File: src/rtl/core_run_ctrl_pkg.sv
// Shared definitions for the core run-control block.
//   run_state_t     : FSM state encoding (IDLE, HOLD, RUN, DONE)
//   TOHOST_ADDR_DEF : default store address that ends a program
//   PASS_CODE       : tohost write value that reports success
package riscv_run_pkg;

   typedef enum logic [1:0] {
      IDLE = 2'd0,
      HOLD = 2'd1,
      RUN  = 2'd2,
      DONE = 2'd3
   } run_state_t;

   localparam logic [31:0] TOHOST_ADDR_DEF = 32'h0000_0FFC;
   localparam int          PASS_CODE       = 1;

endpackage

File: src/rtl/core_run_ctrl_if.sv
// Bus between the single-cycle core and its run controller.
//   pc        : core program counter (core -> ctrl)
//   mem_we    : data-memory write enable (core -> ctrl)
//   mem_addr  : data-memory address (core -> ctrl)
//   mem_wdata : data-memory write data (core -> ctrl)
//   core_rst  : active-low reset to the core (ctrl -> core)
// master = core side, slave = run controller side.
interface core_run_ctrl_if #(
   parameter int ADDR_W = 32,
   parameter int DATA_W = 32
);
   logic [ADDR_W-1:0] pc;
   logic              mem_we;
   logic [ADDR_W-1:0] mem_addr;
   logic [DATA_W-1:0] mem_wdata;
   logic              core_rst;

   modport master (output pc, mem_we, mem_addr, mem_wdata, input core_rst);
   modport slave  (input pc, mem_we, mem_addr, mem_wdata, output core_rst);
endinterface

File: src/rtl/core_run_ctrl_loop_detect.sv
// PC self-loop detector for the run controller.
//   clk, rst : clock and asynchronous active-low reset
//   active   : high while the core is running; low clears the history
//   pc       : current program counter
//   hang_hit : this cycle completes LOOP_LIMIT consecutive cycles on one PC
module run_loop_detect #(
   parameter int ADDR_W     = 32,
   parameter int LOOP_LIMIT = 4
) (
   input  logic              clk,
   input  logic              rst,
   input  logic              active,
   input  logic [ADDR_W-1:0] pc,
   output logic              hang_hit
);
   localparam int LW = $clog2(LOOP_LIMIT) + 1;

   logic [ADDR_W-1:0] last_pc;
   logic [LW-1:0]     loop_cnt;
   logic              same_pc;

   assign same_pc  = (pc == last_pc);
   // The counter is about to reach LOOP_LIMIT-1 on this repeat.
   assign hang_hit = active && same_pc && (loop_cnt == LW'(LOOP_LIMIT - 2));

   always_ff @(posedge clk or negedge rst) begin
      if (!rst) begin
         last_pc  <= '0;
         loop_cnt <= '0;
      end else if (!active) begin
         // Every run starts comparing against a cleared last_pc.
         last_pc  <= '0;
         loop_cnt <= '0;
      end else begin
         last_pc <= pc;
         if (!same_pc)
            loop_cnt <= '0;
         else if (loop_cnt != LW'(LOOP_LIMIT - 1))
            loop_cnt <= loop_cnt + LW'(1);
      end
   end
endmodule

File: src/rtl/core_run_ctrl.sv
// Run-control and completion monitor for the single-cycle RISC-V core.
// Holds the core in reset for RST_HOLD_CYCLES after start, counts RUN cycles
// and stops the run on a tohost store, a PC self-loop or the cycle budget.
//   clk, rst    : clock and asynchronous active-low reset
//   start       : one-cycle (re)run request, honoured in IDLE and DONE
//   bus         : core bus (pc, mem_we, mem_addr, mem_wdata in; core_rst out)
//   running     : high while in RUN
//   done        : sticky end-of-run flag
//   pass        : tohost store of PASS_CODE ended the run
//   timeout     : cycle budget ended the run
//   hang        : PC self-loop ended the run
//   result      : tohost data of the terminating store, else 0
//   cycle_count : RUN cycles elapsed, frozen in DONE
module core_run_ctrl
   import riscv_run_pkg::*;
#(
   parameter int              ADDR_W          = 32,
   parameter int              DATA_W          = 32,
   parameter int              CNT_W           = 32,
   parameter int              RST_HOLD_CYCLES = 2,
   parameter int              MAX_CYCLES      = 1000,
   parameter int              LOOP_LIMIT      = 4,
   parameter logic [ADDR_W-1:0] TOHOST_ADDR   = ADDR_W'(TOHOST_ADDR_DEF)
) (
   input  logic                clk,
   input  logic                rst,
   input  logic                start,
   core_run_ctrl_if.slave      bus,
   output logic                running,
   output logic                done,
   output logic                pass,
   output logic                timeout,
   output logic                hang,
   output logic [DATA_W-1:0]   result,
   output logic [CNT_W-1:0]    cycle_count
);
   localparam int               HOLD_W     = $clog2(RST_HOLD_CYCLES) + 1;
   localparam logic [CNT_W-1:0] LAST_CYCLE = CNT_W'(MAX_CYCLES - 1);

   run_state_t        state;
   logic [HOLD_W-1:0] hold_cnt;
   logic              core_rst_q;
   logic              run_active;
   logic              tohost_hit;
   logic              hang_hit;
   logic              budget_hit;

   // Increment that sticks at all-ones so the count can never wrap.
   function automatic logic [CNT_W-1:0] sat_inc(input logic [CNT_W-1:0] v);
      return (v == '1) ? v : v + CNT_W'(1);
   endfunction

   assign bus.core_rst = core_rst_q;
   assign run_active   = (state == RUN);
   assign tohost_hit   = bus.mem_we && (bus.mem_addr == TOHOST_ADDR);
   assign budget_hit   = (cycle_count == LAST_CYCLE);

   run_loop_detect #(
      .ADDR_W     (ADDR_W),
      .LOOP_LIMIT (LOOP_LIMIT)
   ) u_loop_detect (
      .clk      (clk),
      .rst      (rst),
      .active   (run_active),
      .pc       (bus.pc),
      .hang_hit (hang_hit)
   );

   always_ff @(posedge clk or negedge rst) begin
      if (!rst) begin
         state       <= IDLE;
         hold_cnt    <= '0;
         core_rst_q  <= 1'b0;
         running     <= 1'b0;
         done        <= 1'b0;
         pass        <= 1'b0;
         timeout     <= 1'b0;
         hang        <= 1'b0;
         result      <= '0;
         cycle_count <= '0;
      end else begin
         case (state)
            IDLE, DONE: begin
               if (start) begin
                  state       <= HOLD;
                  hold_cnt    <= HOLD_W'(RST_HOLD_CYCLES - 1);
                  done        <= 1'b0;
                  pass        <= 1'b0;
                  timeout     <= 1'b0;
                  hang        <= 1'b0;
                  result      <= '0;
                  cycle_count <= '0;
               end
            end
            HOLD: begin
               // Counter runs RST_HOLD_CYCLES-1 .. 0, one HOLD cycle each.
               if (hold_cnt == '0) begin
                  state      <= RUN;
                  core_rst_q <= 1'b1;
                  running    <= 1'b1;
               end else begin
                  hold_cnt <= hold_cnt - HOLD_W'(1);
               end
            end
            RUN: begin
               cycle_count <= sat_inc(cycle_count);
               // Priority: tohost store, then PC loop, then budget.
               if (tohost_hit) begin
                  result <= bus.mem_wdata;
                  pass   <= (bus.mem_wdata == DATA_W'(PASS_CODE));
               end else if (hang_hit) begin
                  hang <= 1'b1;
               end else if (budget_hit) begin
                  timeout <= 1'b1;
               end
               if (tohost_hit || hang_hit || budget_hit) begin
                  state      <= DONE;
                  done       <= 1'b1;
                  core_rst_q <= 1'b0;
                  running    <= 1'b0;
               end
            end
            default: state <= IDLE;
         endcase
      end
   end
endmodule

File: src/flat_wrapper.sv
// flat-port wrapper written by rule: the top's interface ports become plain ports
module core_run_ctrl_flat import riscv_run_pkg::*;
#(
   parameter int              ADDR_W          = 32,
   parameter int              DATA_W          = 32,
   parameter int              CNT_W           = 32,
   parameter int              RST_HOLD_CYCLES = 2,
   parameter int              MAX_CYCLES      = 1000,
   parameter int              LOOP_LIMIT      = 4,
   parameter logic [ADDR_W-1:0] TOHOST_ADDR   = ADDR_W'(TOHOST_ADDR_DEF)
)
  (clk, rst, start, running, done, pass, timeout, hang, result, cycle_count, bus_pc, bus_mem_we, bus_mem_addr, bus_mem_wdata, bus_core_rst);
  core_run_ctrl_if #(.ADDR_W(ADDR_W), .DATA_W(DATA_W)) bus_i ();
  input  logic clk;
  input  logic rst;
  input  logic start;
  output logic running;
  output logic done;
  output logic pass;
  output logic timeout;
  output logic hang;
  output logic [DATA_W-1:0] result;
  output logic [CNT_W-1:0] cycle_count;
  input wire logic [$bits(bus_i.pc)-1:0] bus_pc;
  input wire logic [$bits(bus_i.mem_we)-1:0] bus_mem_we;
  input wire logic [$bits(bus_i.mem_addr)-1:0] bus_mem_addr;
  input wire logic [$bits(bus_i.mem_wdata)-1:0] bus_mem_wdata;
  output wire logic [$bits(bus_i.core_rst)-1:0] bus_core_rst;
  assign bus_i.pc = bus_pc;
  assign bus_i.mem_we = bus_mem_we;
  assign bus_i.mem_addr = bus_mem_addr;
  assign bus_i.mem_wdata = bus_mem_wdata;
  assign bus_core_rst = bus_i.core_rst;
  core_run_ctrl #(.ADDR_W(ADDR_W), .DATA_W(DATA_W), .CNT_W(CNT_W), .RST_HOLD_CYCLES(RST_HOLD_CYCLES), .MAX_CYCLES(MAX_CYCLES), .LOOP_LIMIT(LOOP_LIMIT), .TOHOST_ADDR(TOHOST_ADDR)) u_core (.clk(clk), .rst(rst), .start(start), .bus(bus_i), .running(running), .done(done), .pass(pass), .timeout(timeout), .hang(hang), .result(result), .cycle_count(cycle_count));
endmodule
File: config.mk
export PLATFORM = sky130hd
export DESIGN_NAME = core_run_ctrl_flat
export DESIGN_NICKNAME = d
export VERILOG_FILES = /design/src/rtl/core_run_ctrl_pkg.sv /design/src/rtl/core_run_ctrl_if.sv /design/src/rtl/core_run_ctrl_loop_detect.sv /design/src/rtl/core_run_ctrl.sv /design/src/flat_wrapper.sv
export SDC_FILE = /design/constraint.sdc
export NUM_CORES = 1
export LEC_CHECK = 0
export CAP_MARGIN = 5
export CORE_ASPECT_RATIO = 0.7
export CORE_UTILIZATION = 45
export CTS_CLUSTER_SIZE = 20
export DETAILED_ROUTE_END_ITERATION = 16
export HOLD_SLACK_MARGIN = 0.1
export PLACE_DENSITY = 0.78
export SYNTH_ARGS = -nofsm -noshare
export SYNTH_HDL_FRONTEND = slang
export SYNTH_HIERARCHICAL = 1
export SYNTH_SLANG_ARGS = --single-unit
export TNS_END_PERCENT = 5
File: constraint.sdc
create_clock -name clk -period 7.1 [get_ports clk]
set_input_delay 1.42 -clock clk [delete_from_list [all_inputs] [get_ports clk]]
set_output_delay 1.42 -clock clk [all_outputs]
set_load 0.05 [all_outputs]
==> results of run 1 <==
==> through the flow <==
step           instance area [um2]  power (uW)
3_5_place_dp                  7201        1295
6_report                      7491        1769
2_1_floorplan                 5391        1092
5_1_grt                       7491        1858
4_1_cts                       7486        1781
3_3_place_gp                  7201        1271
==> final cells by class <==
type / count / area [um2] / share of cell area [%]
inverters: 17 / 63.81 / 0.8518
well taps: 157 / 196.4 / 2.622
flip-flops and latches: 108 / 2703 / 36.08
multi-input cells: 367 / 2511 / 33.52
clock buffers: 11 / 242.7 / 3.240
repair buffers: 175 / 1732 / 23.12
clock inverters: 5 / 42.54 / 0.5679
==> sequential cells by signal (all words and copies together), names as in the netlist <==
| signal | cells |
|---|---|
| u_core/u_loop_detect/loop_cnt | 3 |
| u_core/timeout | 1 |
| u_core/state | 2 |
| u_core/done | 1 |
| u_core/bus.core_rst | 1 |
| u_core/cycle_count | 32 |
| u_core/hang | 1 |
| u_core/hold_cnt | 2 |
| u_core/result | 32 |
| u_core/u_loop_detect/last_pc | 32 |
| u_core/pass | 1 |
==> layout by cell type, fill, tap and decap left out, drive strengths merged, types with 3 or more instances in the layout <==
cell,Yosys,final
a21oi,20,20
a22o,33,33
a31oi,4,4
a41oi,3,3
and2,35,35
and3,3,3
and4,3,3
buf,11,7
clkbuf,16,11
clkdlybuf4s50,0,168
dfrtp,108,108
ha,8,8
inv,17,20
mux2,3,3
mux2i,3,3
nand2,28,28
nand2b,5,5
nand3,18,18
nand4,14,14
nand4b,5,5
nor2,18,18
nor2b,7,7
nor3,7,7
nor4,28,28
nor4b,3,3
o2111ai,5,5
o211ai,7,7
o21ai,23,23
o311ai,3,3
o41ai,3,3
or2b,9,9
or3,17,17
or4,8,8
xor2,21,21
==> Yosys cell counts, types with 4 or more instances <==
cell	instances	area, um2
or4_1	6	45.04
nand4b_1	5	43.79
clkbuf_1	16	60.06
nand2b_1	5	31.28
or2b_2	7	61.31
a21oi_1	20	100.1
nor2_1	18	67.56
and2_1	34	212.7
o2111ai_1	5	43.79
buf_2	7	35.03
nor3_1	6	30.03
ha_1	8	100.1
o211ai_1	7	52.55
a22o_1	33	289.0
nor2b_1	7	43.79
o21ai_0	23	115.1
nand2_1	28	105.1
nand3_1	17	85.08
xor2_1	21	183.9
nor4_1	27	168.9
or3_1	17	106.4
inv_1	17	63.81
nand4_1	14	87.58
dfrtp_1	108	2703
a31oi_1	4	25.02
==> cells by family (layout without fill, tap and decap cells) <==
| kind of cell | count (synthesis) | in the layout | synth area share [%] |
|---|---|---|---|
| flops | 108 | 108 | 50.13 |
| simple gates | 215 | 215 | 24.07 |
| xor+xnor | 22 | 22 | 3.574 |
| buf+inv | 44 | 208 | 3.435 |
| fa+ha+maj | 8 | 8 | 1.857 |
| mux | 6 | 6 | 1.184 |
| compound gates | 116 | 116 | 15.76 |
==> worst max-delay path by stage <==
stage / from / depth (start not counted) / endpoint / slack [ns]
after floorplan: bus_mem_addr[22] / 5 / u_core/result[0]$_DFFE_PN0P_ / 3.93
after global placement: bus_mem_addr[17] / 6 / u_core/pass$_DFFE_PN0P_ / 2.64
after detailed placement: bus_mem_addr[28] / 6 / u_core/pass$_DFFE_PN0P_ / 2.48
after CTS: bus_mem_addr[28] / 6 / u_core/pass$_DFFE_PN0P_ / 2.84
after global routing: bus_mem_addr[28] / 6 / u_core/pass$_DFFE_PN0P_ / 2.54
final: bus_mem_addr[28] / 6 / u_core/pass$_DFFE_PN0P_ / 2.82
==> report_power, final <==
part / switching [uW] / total [uW] / internal, uW
registers: 38.4 / 714 / 676
clock network: 230 / 483 / 252
logic: 358 / 573 / 214
==> worst max-delay path: stages <==
cell and delay, ns:
clkdlybuf4s50_1 0.41, nor4_1 0.31, nand4_1 0.17, o41ai_1 0.78, nand2_1 0.88, mux2_2 0.54
==> layer usage <==
layer	wire length (um)	up-vias
met1	6279	2292
met2	6781	185
met3	950	17
li1	-	2266
met5	0	-
met4	201	0
==> results by group, run 1 <==
Clock network
  • Clock buffer depth: 2
  • Clock Tree Root: clkbuf_16
  • CTS Hold Buffers Added: 0
  • # clock sinks: between 100 and 150
  • H-tree depth: 3
  • Clk_lat worst skew: 0.35 ns
  • TritonCTS buffer count: 9
  • CTS clk-pin slew, worst paths: about 0.07 ns
  • Post-cts resize count: 0
  • # Post-CTS Setup Buffers: 0
  • CTS tree: built

Setup path
  • Crit path arrival time: approximately 4.5 ns
  • R2R setup slack: around 3.7 ns
  • Worst reg2reg path depth: 6
  • FF-to-FF End: u_core/pass$_DFFE_PN0P_
  • Worst setup path class: in -> reg
  • CP Launch Type: input pin
  • Critical R2R Launch: u_core/state[0]$_DFFE_PN0P_
  • Crit Path Max Fanout: 33
  • Crit end category: flop
  • Crit path required time: between 7 and 8 ns

Floorplan
  • FP Rows: 33
  • IO Pins: 170
  • Core Box Area: approximately 0.012 mm2
  • Die Width: about 130 um
  • Starting density of the core: approximately 46%
  • Die ar.: roughly 0.012 mm2
  • Die H: ~94 um

Flow run
  • Max-capacitance violation count: 0

Global routing
  • First-pass GRT wire length: between 20 and 25 mm
  • Tot GR Track Use: between 20% and 30%
  • M2 GR Usage: about 38%
  • Grt ovf: 0
  • Largest net degree at the start of global routing: 80
  • Global Route met3 Usage: under 10%
  • Met1 Usage GRT: a little under a third
  • Antenna violations before repair: 0
  • Grt peak-use layer: met2
  • Vias in the first global route: 4558

Timing
  • Final worst-path cycle share: between 60 and 70%
  • Minimum clock period: ~4.3 ns
  • Final hold slack: approximately 0.5 ns
  • Final setup vio count: 0
  • Final count of hold timing violations: 0
  • Worst slew pin tran: 1.146 ns
  • Slew HR: about a quarter
  • Clk_skew: just under 0.006 ns
  • Count of pins over their slew limit: 0
  • Fmax: 0.2338 GHz
  • Setup TNS: 0 ns
  • RSZ-0062 raised after global routing: false
  • Setup ws final: about 2.8 ns

Cells and area
  • Non-filler cells, final: 840
  • Share of post-route cells with drive strength above 1: 6.149%
  • Fillers: just over 900
  • Final nets: 786
  • Ant diodes: 0
  • P&R area growth vs syn: 38.94%
  • Final Core Density: about 64%

Drt
  • Residual DRC: 0
  • Vias per inst: about 5.7
  • Iteration-0 DRC Markers: slightly above 400
  • Final WL: between 10 and 15 mm
  • Wire per inst: between 15 and 20 um
  • DR pass1 iterations: 5
  • DR vias: roughly 4800
  • Final ANT Viol Nets: 0

Yosys
  • Number of synthesized register bits: roughly 110
  • Post-synth EDFFs: 0
  • Primary FF master, synth: dfrtp_1
  • Seq/Total Area, Yosys: between 50% and 60%
  • Yosys warns: 6
  • Post-Syn Area: 0.005391 mm2
  • Synth Net Count: ~630
  • Distinct cells, synth: between 60 and 70
  • Post-Syn Instances: around 520
  • Syn Area/Cell: a little over 10 um2
  • FFs w/ async S/R, synth: 100.0%

Min path
  • WHS Endpoint: u_core/result[10]$_DFFE_PN0P_
  • Hold path depth: 1
  • Hold Path Origin: u_core/result[10]$_DFFE_PN0P_
  • Hold Path Class: reg -> reg

Placed design
  • Placer Congestion: roughly 0.83
  • Post-Place Cells: 823
  • Port bufs: around 170
  • Place WS: 2.482 ns
  • Detail Placement HPWL: roughly 11 mm

Pwr
  • VDD IR-drop max: 0.1703 mV
  • Leak: between 0.003 and 0.004 uW
  • Power per cell area: 236.2 mW/mm2

Run status
  • Status: completed
(Power assumes the default switching activity.)
==> inputs of run 2 (changes only) <==
- CORE_UTILIZATION: 45 -> 42
- PLACE_DENSITY: 0.78 -> 0.76
- clock period: 7.1 -> 3.7 ns (I/O delays scaled with it)
==> run 2 against run 1 <==
Compared with the run above:
- non-clock buffer count grew 5
- highest routed layer unchanged
- critical path depth grew 3
- register-to-register slack lost 2.7 ns
- total power grew 98%
- core utilization shrank 3.5 points
- die area grew 7.0%
- critical path type unchanged
==> results by group, run 2 (same netlist as run 1, synthesis figures left out) <==
Cells and area
  • Commonest non-fill, non-tap cells in the layout: clkdlybuf4s50_1 (168), dfrtp_1 (108), and2_1 (34)
  • Ant diodes: 0 (unchanged)
  • Fillers: 1008 (+8.6%)
  • Largest regs: u_core/cycle_count (32), u_core/result (32), u_core/u_loop_detect/last_pc (32)
  • Share of post-route cells with drive strength above 1: 6.696% (+0.55 points)
  • P&R area growth vs syn: 40.19%
  • Final nets: 791 (+0.64%)
  • Commonest non-fill, non-tap cell in the layout: clkdlybuf4s50_1

Floorplan
  • IO Pins: 170 (unchanged)
  • Starting density of the core: 43.25% (-2.9 points)
  • FP Rows: 34 (+3.0%)
  • Die Width: 137.4 um (+3.5%)
  • Core Box Area: 0.01246 mm2 (+6.7%)
  • Die ar.: 0.01330 mm2 (+7.0%)
  • Die H: 96.80 um (+3.4%)

Flow run
  • Max-capacitance violation count: 0 (unchanged)

Pwr
  • VDD IR-drop max: 0.2757 mV (+62%)
  • Power per cell area: 464.2 mW/mm2 (+97%)
  • Leak: 0.003148 uW (+1.2%)

Timing
  • Final count of hold timing violations: 0 (unchanged)
  • Worst slew pin tran: 0.7705 ns (-0.3754 ns)
  • Final worst-path cycle share: around four fifths
  • Slew HR: 47.96% (+25 points)
  • RSZ-0062 raised after global routing: false
  • Setup TNS: 0 ns (unchanged)
  • Setup ws final: 0.6848 ns (-2.138 ns)
  • Fmax: approximately 0.33 GHz
  • Clk_skew: 0.005012 ns (-0.0009075 ns)
  • Count of pins over their slew limit: 0 (unchanged)
  • Minimum clock period: between 3 and 4 ns
  • Final setup vio count: 0 (unchanged)

Setup path
  • Crit Path Max Fanout: 4 (-88%)
  • Slowest cell on crit path: nor4_1
  • Critical-path cell list: clkdlybuf4s50_1 -> xor2_1 -> nor4_1 -> nand4_1 -> nor4_1 -> inv_1 -> o41ai_1 -> o21ai_0 -> a21o_1
  • Worst stage delay on the critical path: 0.49 ns (-0.39 ns)
  • CP Launch Type: input pin
  • Crit end category: flop
  • Crit path arrival time: 3.25 ns (-1.26 ns)
  • Worst setup path class: in -> reg
  • Critical Path Most Common Cell: nor4_1
  • Crit path launch: bus_pc[30]
  • Critical R2R Launch: u_core/state[0]$_DFFE_PN0P_
  • Crit path required time: 3.94 ns (-3.39 ns)

Drt
  • DR vias: 4773 (+0.27%)
  • Final WL: 14.36 mm (+1.1%)
  • Final ANT Viol Nets: 0 (unchanged)
  • Residual DRC: 0 (unchanged)
  • Iteration-0 DRC Markers: 386 (-5.6%)
  • DR pass1 iterations: 5 (unchanged)
  • Vias per inst: 5.622 (-0.79%)
  • Wire per inst: 16.92 um (about the same)

Global routing
  • Grt ovf: 0 (unchanged)
  • Tot GR Track Use: 22.85% (-0.51 points)
  • Vias in the first global route: 4799 (+5.3%)
  • Antenna violations before repair: 0 (unchanged)
  • Largest net degree at the start of global routing: 52 (-35%)
  • First-pass GRT wire length: 23.94 mm (+6.4%)

Placed design
  • Place WS: 0.3568 ns (-2.125 ns)
  • Port bufs: 169 (unchanged)
  • Placer Congestion: 0.8290 (-0.19%)
  • Detail Placement HPWL: 10.60 mm (about the same)

Clock network
  • # clock sinks: 108 (unchanged)
  • CTS clk-pin slew, worst paths: 0.07 ns (about the same)
  • Clock Tree Root: clkbuf_16
  • CTS tree: built
  • H-tree depth: 3 (unchanged)
  • CTS Hold Buffers Added: 0 (unchanged)
  • TritonCTS buffer count: 9 (unchanged)
  • Clock buffer depth: 2 (unchanged)
  • Clk_lat worst skew: 0.34 ns (about the same)
  • Post-cts resize count: 0 (unchanged)
  • # Post-CTS Setup Buffers: 0 (unchanged)

Min path
  • Hold Path Class: in -> async

Run status
  • Status: completed
run 2: changes by cell type in the layout (fill, tap and decap cells not counted):
cell / before / now
buf_4: 6 / 12
inv_6: 3 / 0
bufinv_16: 0 / 2
clkinv_2: 0 / 2
buf_2: 1 / 0
clkbuf_8: 1 / 0
clkinv_4: 1 / 0
run 2: layout make-up:
cell class | instances | area, um2 | area share [%]
clock buffer | 10 | 229.0 | 3.029
clock inverter | 5 | 77.57 | 1.026
inverter | 17 | 63.81 | 0.8442
multi-input combinational | 367 | 2511 | 33.22
sequential | 108 | 2703 | 35.76
tap | 162 | 202.7 | 2.682
timing repair buffer | 180 | 1772 | 23.44
run 2: metal layers:
metal  track usage (%)  wire length (um)  share of wire (%)
met3             3.983               885                6.2
met2             36.57              6811                 47
met4             6.002               142               0.99
met5                 0                 0                  0
met1             31.84              6523                 45
run 2: path summary, 6_finish.rpt:
path                       slack [ns]                                        end  cells past startpoint
max in group asynchronous        2.42  u_core/u_loop_detect/last_pc[6]$_DFF_PN0_                      2
min reg2reg                      0.51              u_core/result[30]$_DFFE_PN0P_                      1
max                              0.68            u_core/bus.core_rst$_DFFE_PN0P_                      9
max reg2reg                      1.02         u_core/cycle_count[17]$_DFFE_PN0P_                      7
min                              0.43          u_core/cycle_count[8]$_DFFE_PN0P_                      1
min in group clk                 0.51              u_core/result[30]$_DFFE_PN0P_                      1
run 2: critical path, delay by kind of cell:
kind / cells / cell delay, ns
AOI/OAI and AO/OA: 3 / 0.59
buffers and inverters: 2 / 0.55
xor gates and xnor gates: 1 / 0.17
and+or+nand+nor: 3 / 1.21
run 2: power breakdown:
group          leakage [uW]  internal, uW  total [uW]  switching (uW)
registers           0.00148          1300        1370            75.1
logic               0.00152           430        1130             702
clock network      0.000148           588        1000             416
run 2: through the flow:
step           power (uW)  instances  utilization (%)  hold slack, ns  cell area (um2)
4_1_cts              3528        849            60.64          0.4416             7559
5_1_grt              3694        849            60.64          0.4704             7559
6_report             3508        849            60.64          0.4282             7559
3_3_place_gp         2470        834            58.18          0.4882             7252
2_1_floorplan        2095        519                -          0.4444             5391
3_5_place_dp         2520        834            58.18          0.4936             7252
==> inputs of run 3 (changes only) <==
- clock period: 3.7 -> 2.4 ns (I/O delays scaled with it)
==> run 3 against run 2 <==
Compared with the run above:
- sequential share of layout area is 1.8 points lower
- first-iteration DRC count is 25% lower
- clock skew is 0.0016 ns higher
- highest routed layer unchanged
- flip-flop and latch count stayed put
- worst hold slack worse by 0.022 ns
- sequential power is 55% higher
- non-clock buffer count is 36 higher
- register-to-register slack worse by 0.93 ns
- total power is 58% higher
- largest cell class unchanged
==> results by group, run 3 (same netlist as run 1, synthesis figures left out) <==
Clock network
  • H-tree depth: 3 (unchanged)
  • Clock Tree Root: clkbuf_16
  • # clock sinks: 108 (unchanged)
  • CTS clk-pin slew, worst paths: 0.07 ns (about the same)
  • Clk_lat worst skew: 0.35 ns (about the same)
  • TritonCTS buffer count: 9 (unchanged)
  • CTS tree: built
  • Clock buffer depth: 2 (unchanged)

Run status
  • Status: completed

Cells and area
  • Final Core Density: 64.38% (+3.7 points)
  • Multi-input gate area: 0.002605 mm2 (+3.7%)
  • Final nets: 827 (+4.6%)
  • Ant diodes: 0 (unchanged)
  • Fillers: 953 (-5.5%)
  • Register Area: 0.002726 mm2 (+0.88%)
  • Commonest non-fill, non-tap cells in the layout: clkdlybuf4s50_1 (157), dfrtp_1 (89), buf_4 (40)
  • Largest regs: u_core/cycle_count (32), u_core/result (32), u_core/u_loop_detect/last_pc (32)
  • Share of post-route cells with drive strength above 1: 15.75% (+9.1 points)
  • P&R area growth vs syn: 48.85%
  • Commonest non-fill, non-tap cell in the layout: clkdlybuf4s50_1

Timing
  • Count of pins over their slew limit: 0 (unchanged)
  • Clk_skew: 0.006657 ns (+0.001645 ns)
  • Final worst-path cycle share: 98.28%
  • Worst slew pin tran: 0.6120 ns (-0.1585 ns)
  • Slew HR: 59.05% (+11 points)
  • Setup ws final: 0.04123 ns (-0.6436 ns)
  • Final setup vio count: 0 (unchanged)
  • Final hold slack: 0.4059 ns (-0.02226 ns)
  • Final count of hold timing violations: 0 (unchanged)
  • Minimum clock period: roughly 2.4 ns
  • Fmax: between 0.4 and 0.5 GHz

Placed design
  • Placer Congestion: 0.8374 (+1.0%)
  • Place WS: -0.6041 ns (-0.9610 ns)
  • Detail Placement HPWL: 11.20 mm (+5.7%)
  • Port bufs: 169 (unchanged)

Drt
  • DR pass1 iterations: 5 (unchanged)
  • DR vias: 5010 (+5.0%)
  • Wire per inst: 17.77 um (+5.0%)
  • Vias per inst: 5.655 (+0.58%)
  • Final WL: 15.74 mm (+9.6%)
  • Final ANT Viol Nets: 0 (unchanged)
  • Iteration-0 DRC Markers: 291 (-25%)
  • Residual DRC: 0 (unchanged)

Global routing
  • Global Route met3 Usage: 5.398% (+1.4 points)
  • Grt peak-use layer: met2
  • Tot GR Track Use: 24.34% (+1.5 points)
  • Met1 Usage GRT: 34.06% (+2.2 points)
  • Antenna violations before repair: 0 (unchanged)
  • First-pass GRT wire length: 25.22 mm (+5.4%)
  • Grt ovf: 0 (unchanged)
  • Largest net degree at the start of global routing: 58 (+12%)
  • Vias in the first global route: 4955 (+3.3%)
  • M2 GR Usage: 37.80% (+1.2 points)

Floorplan
  • Die H: 96.80 um (unchanged)
  • Core Box Area: 0.01246 mm2 (unchanged)
  • Die ar.: 0.01330 mm2 (unchanged)
  • Die Width: 137.4 um (unchanged)
  • IO Pins: 170 (unchanged)
  • Starting density of the core: 43.25% (unchanged)
  • FP Rows: 34 (unchanged)

Pwr
  • VDD IR-drop max: 0.4245 mV (+54%)
  • Leak: 0.003421 uW (+8.7%)
  • Power per cell area: 692.5 mW/mm2 (+49%)

Setup path
  • Crit Path Max Fanout: 4 (unchanged)
  • CP Launch Type: input pin
  • R2R setup slack: 0.09 ns (-0.93 ns)
  • Worst setup path class: in -> reg
  • Worst reg2reg path depth: 7 (unchanged)
  • Crit end category: flop
  • FF-to-FF End: u_core/cycle_count[8]$_DFFE_PN0P_
  • Critical R2R Launch: u_core/state[0]$_DFFE_PN0P_
  • Crit path required time: 2.64 ns (-1.30 ns)
  • Crit path arrival time: 2.60 ns (-0.65 ns)

Min path
  • Hold Path Class: in -> reg
  • Hold path depth: 2
  • Hold Path Origin: bus_pc[4]
  • WHS Endpoint: u_core/u_loop_detect/last_pc[4]$_DFF_PN0_

Flow run
  • Max-capacitance violation count: 0 (unchanged)
==> run 3: cell types whose count changed in the layout (fill, tap and decap cells not counted), moves of 3 or more <==
| cell | delta |
|---|---|
| buf_4 | +28 |
| clkdlybuf4s50_1 | -11 |
| dlymetal6s2s_1 | +11 |
| buf_12 | +3 |
| dfrtp_2 | +19 |
| dfrtp_1 | -19 |
| nor4_1 | -4 |
| nor4_2 | +3 |
==> run 3: worst max-delay path: stages <==
cell,delay (ns)
clkdlybuf4s50_1,0.48
or2b_2,0.13
o2111ai_2,0.13
or4_4,0.52
nor4_2,0.26
buf_4,0.15
inv_1,0.05
o41ai_2,0.07
o21ai_1,0.16
a21o_1,0.17
==> run 3: worst max-delay path by stage <==
stage / start / slack [ns] / end
2_1_floorplan: u_core/cycle_count[19]$_DFFE_PN0P_ / -0.02 / u_core/cycle_count[16]$_DFFE_PN0P_
3_3_place_gp: bus_pc[8] / -0.51 / u_core/bus.core_rst$_DFFE_PN0P_
3_5_place_dp: bus_pc[8] / -0.60 / u_core/bus.core_rst$_DFFE_PN0P_
4_1_cts: bus_pc[4] / -0.04 / u_core/state[0]$_DFFE_PN0P_
5_1_grt: bus_mem_addr[12] / -0.07 / u_core/result[8]$_DFFE_PN0P_
6_report: bus_pc[15] / 0.04 / u_core/bus.core_rst$_DFFE_PN0P_
==> run 3: routing by layer <==
metal,routed length [um],vias to the layer above
met5,0,-
met4,180,0
met3,848,16
met2,7427,177
met1,7288,2473
li1,-,2344
==> run 3: per-stage QoR <==
step                      cells  instance area (um2)  power [uW]  TNS [ns]
after floorplan             519                 5425        3232  -0.02599
after global placement      861                 7516        3979    -12.65
after detailed placement    861                 7516        4053    -14.37
after CTS                   879                 7859        5532   -0.1101
after global routing        886                 8025        5870    -1.135
final                       886                 8025        5557         0
==> run 3: timing repair <==
action,in CTS,in global routing
hold endpoints to repair,4,0
setup endpoints to repair,24,61
pin swaps,5,14
gates cloned,0,2
hold buffers,1,0
buffers inserted,1,5
gates resized for setup,9,23
==> run 3: final cells by class <==
class | count | share of cell area [%]
flip-flops and latches | 108 | 33.97
well taps | 162 | 2.526
repair buffers | 216 | 26.69
clock buffers | 9 | 2.806
clock inverters | 7 | 0.7484
multi-input cells | 367 | 32.46
inverters | 17 | 0.7951
==> run 3: power breakdown <==
part / internal [uW] / leakage (uW) / total (uW) / switching (uW)
registers: 2000 / 0.00145 / 2120 / 120
clock network: 724 / 0.000136 / 1450 / 723
logic: 838 / 0.00183 / 1990 / 1150
total: 3560 / 0.00342 / 5560 / 2000
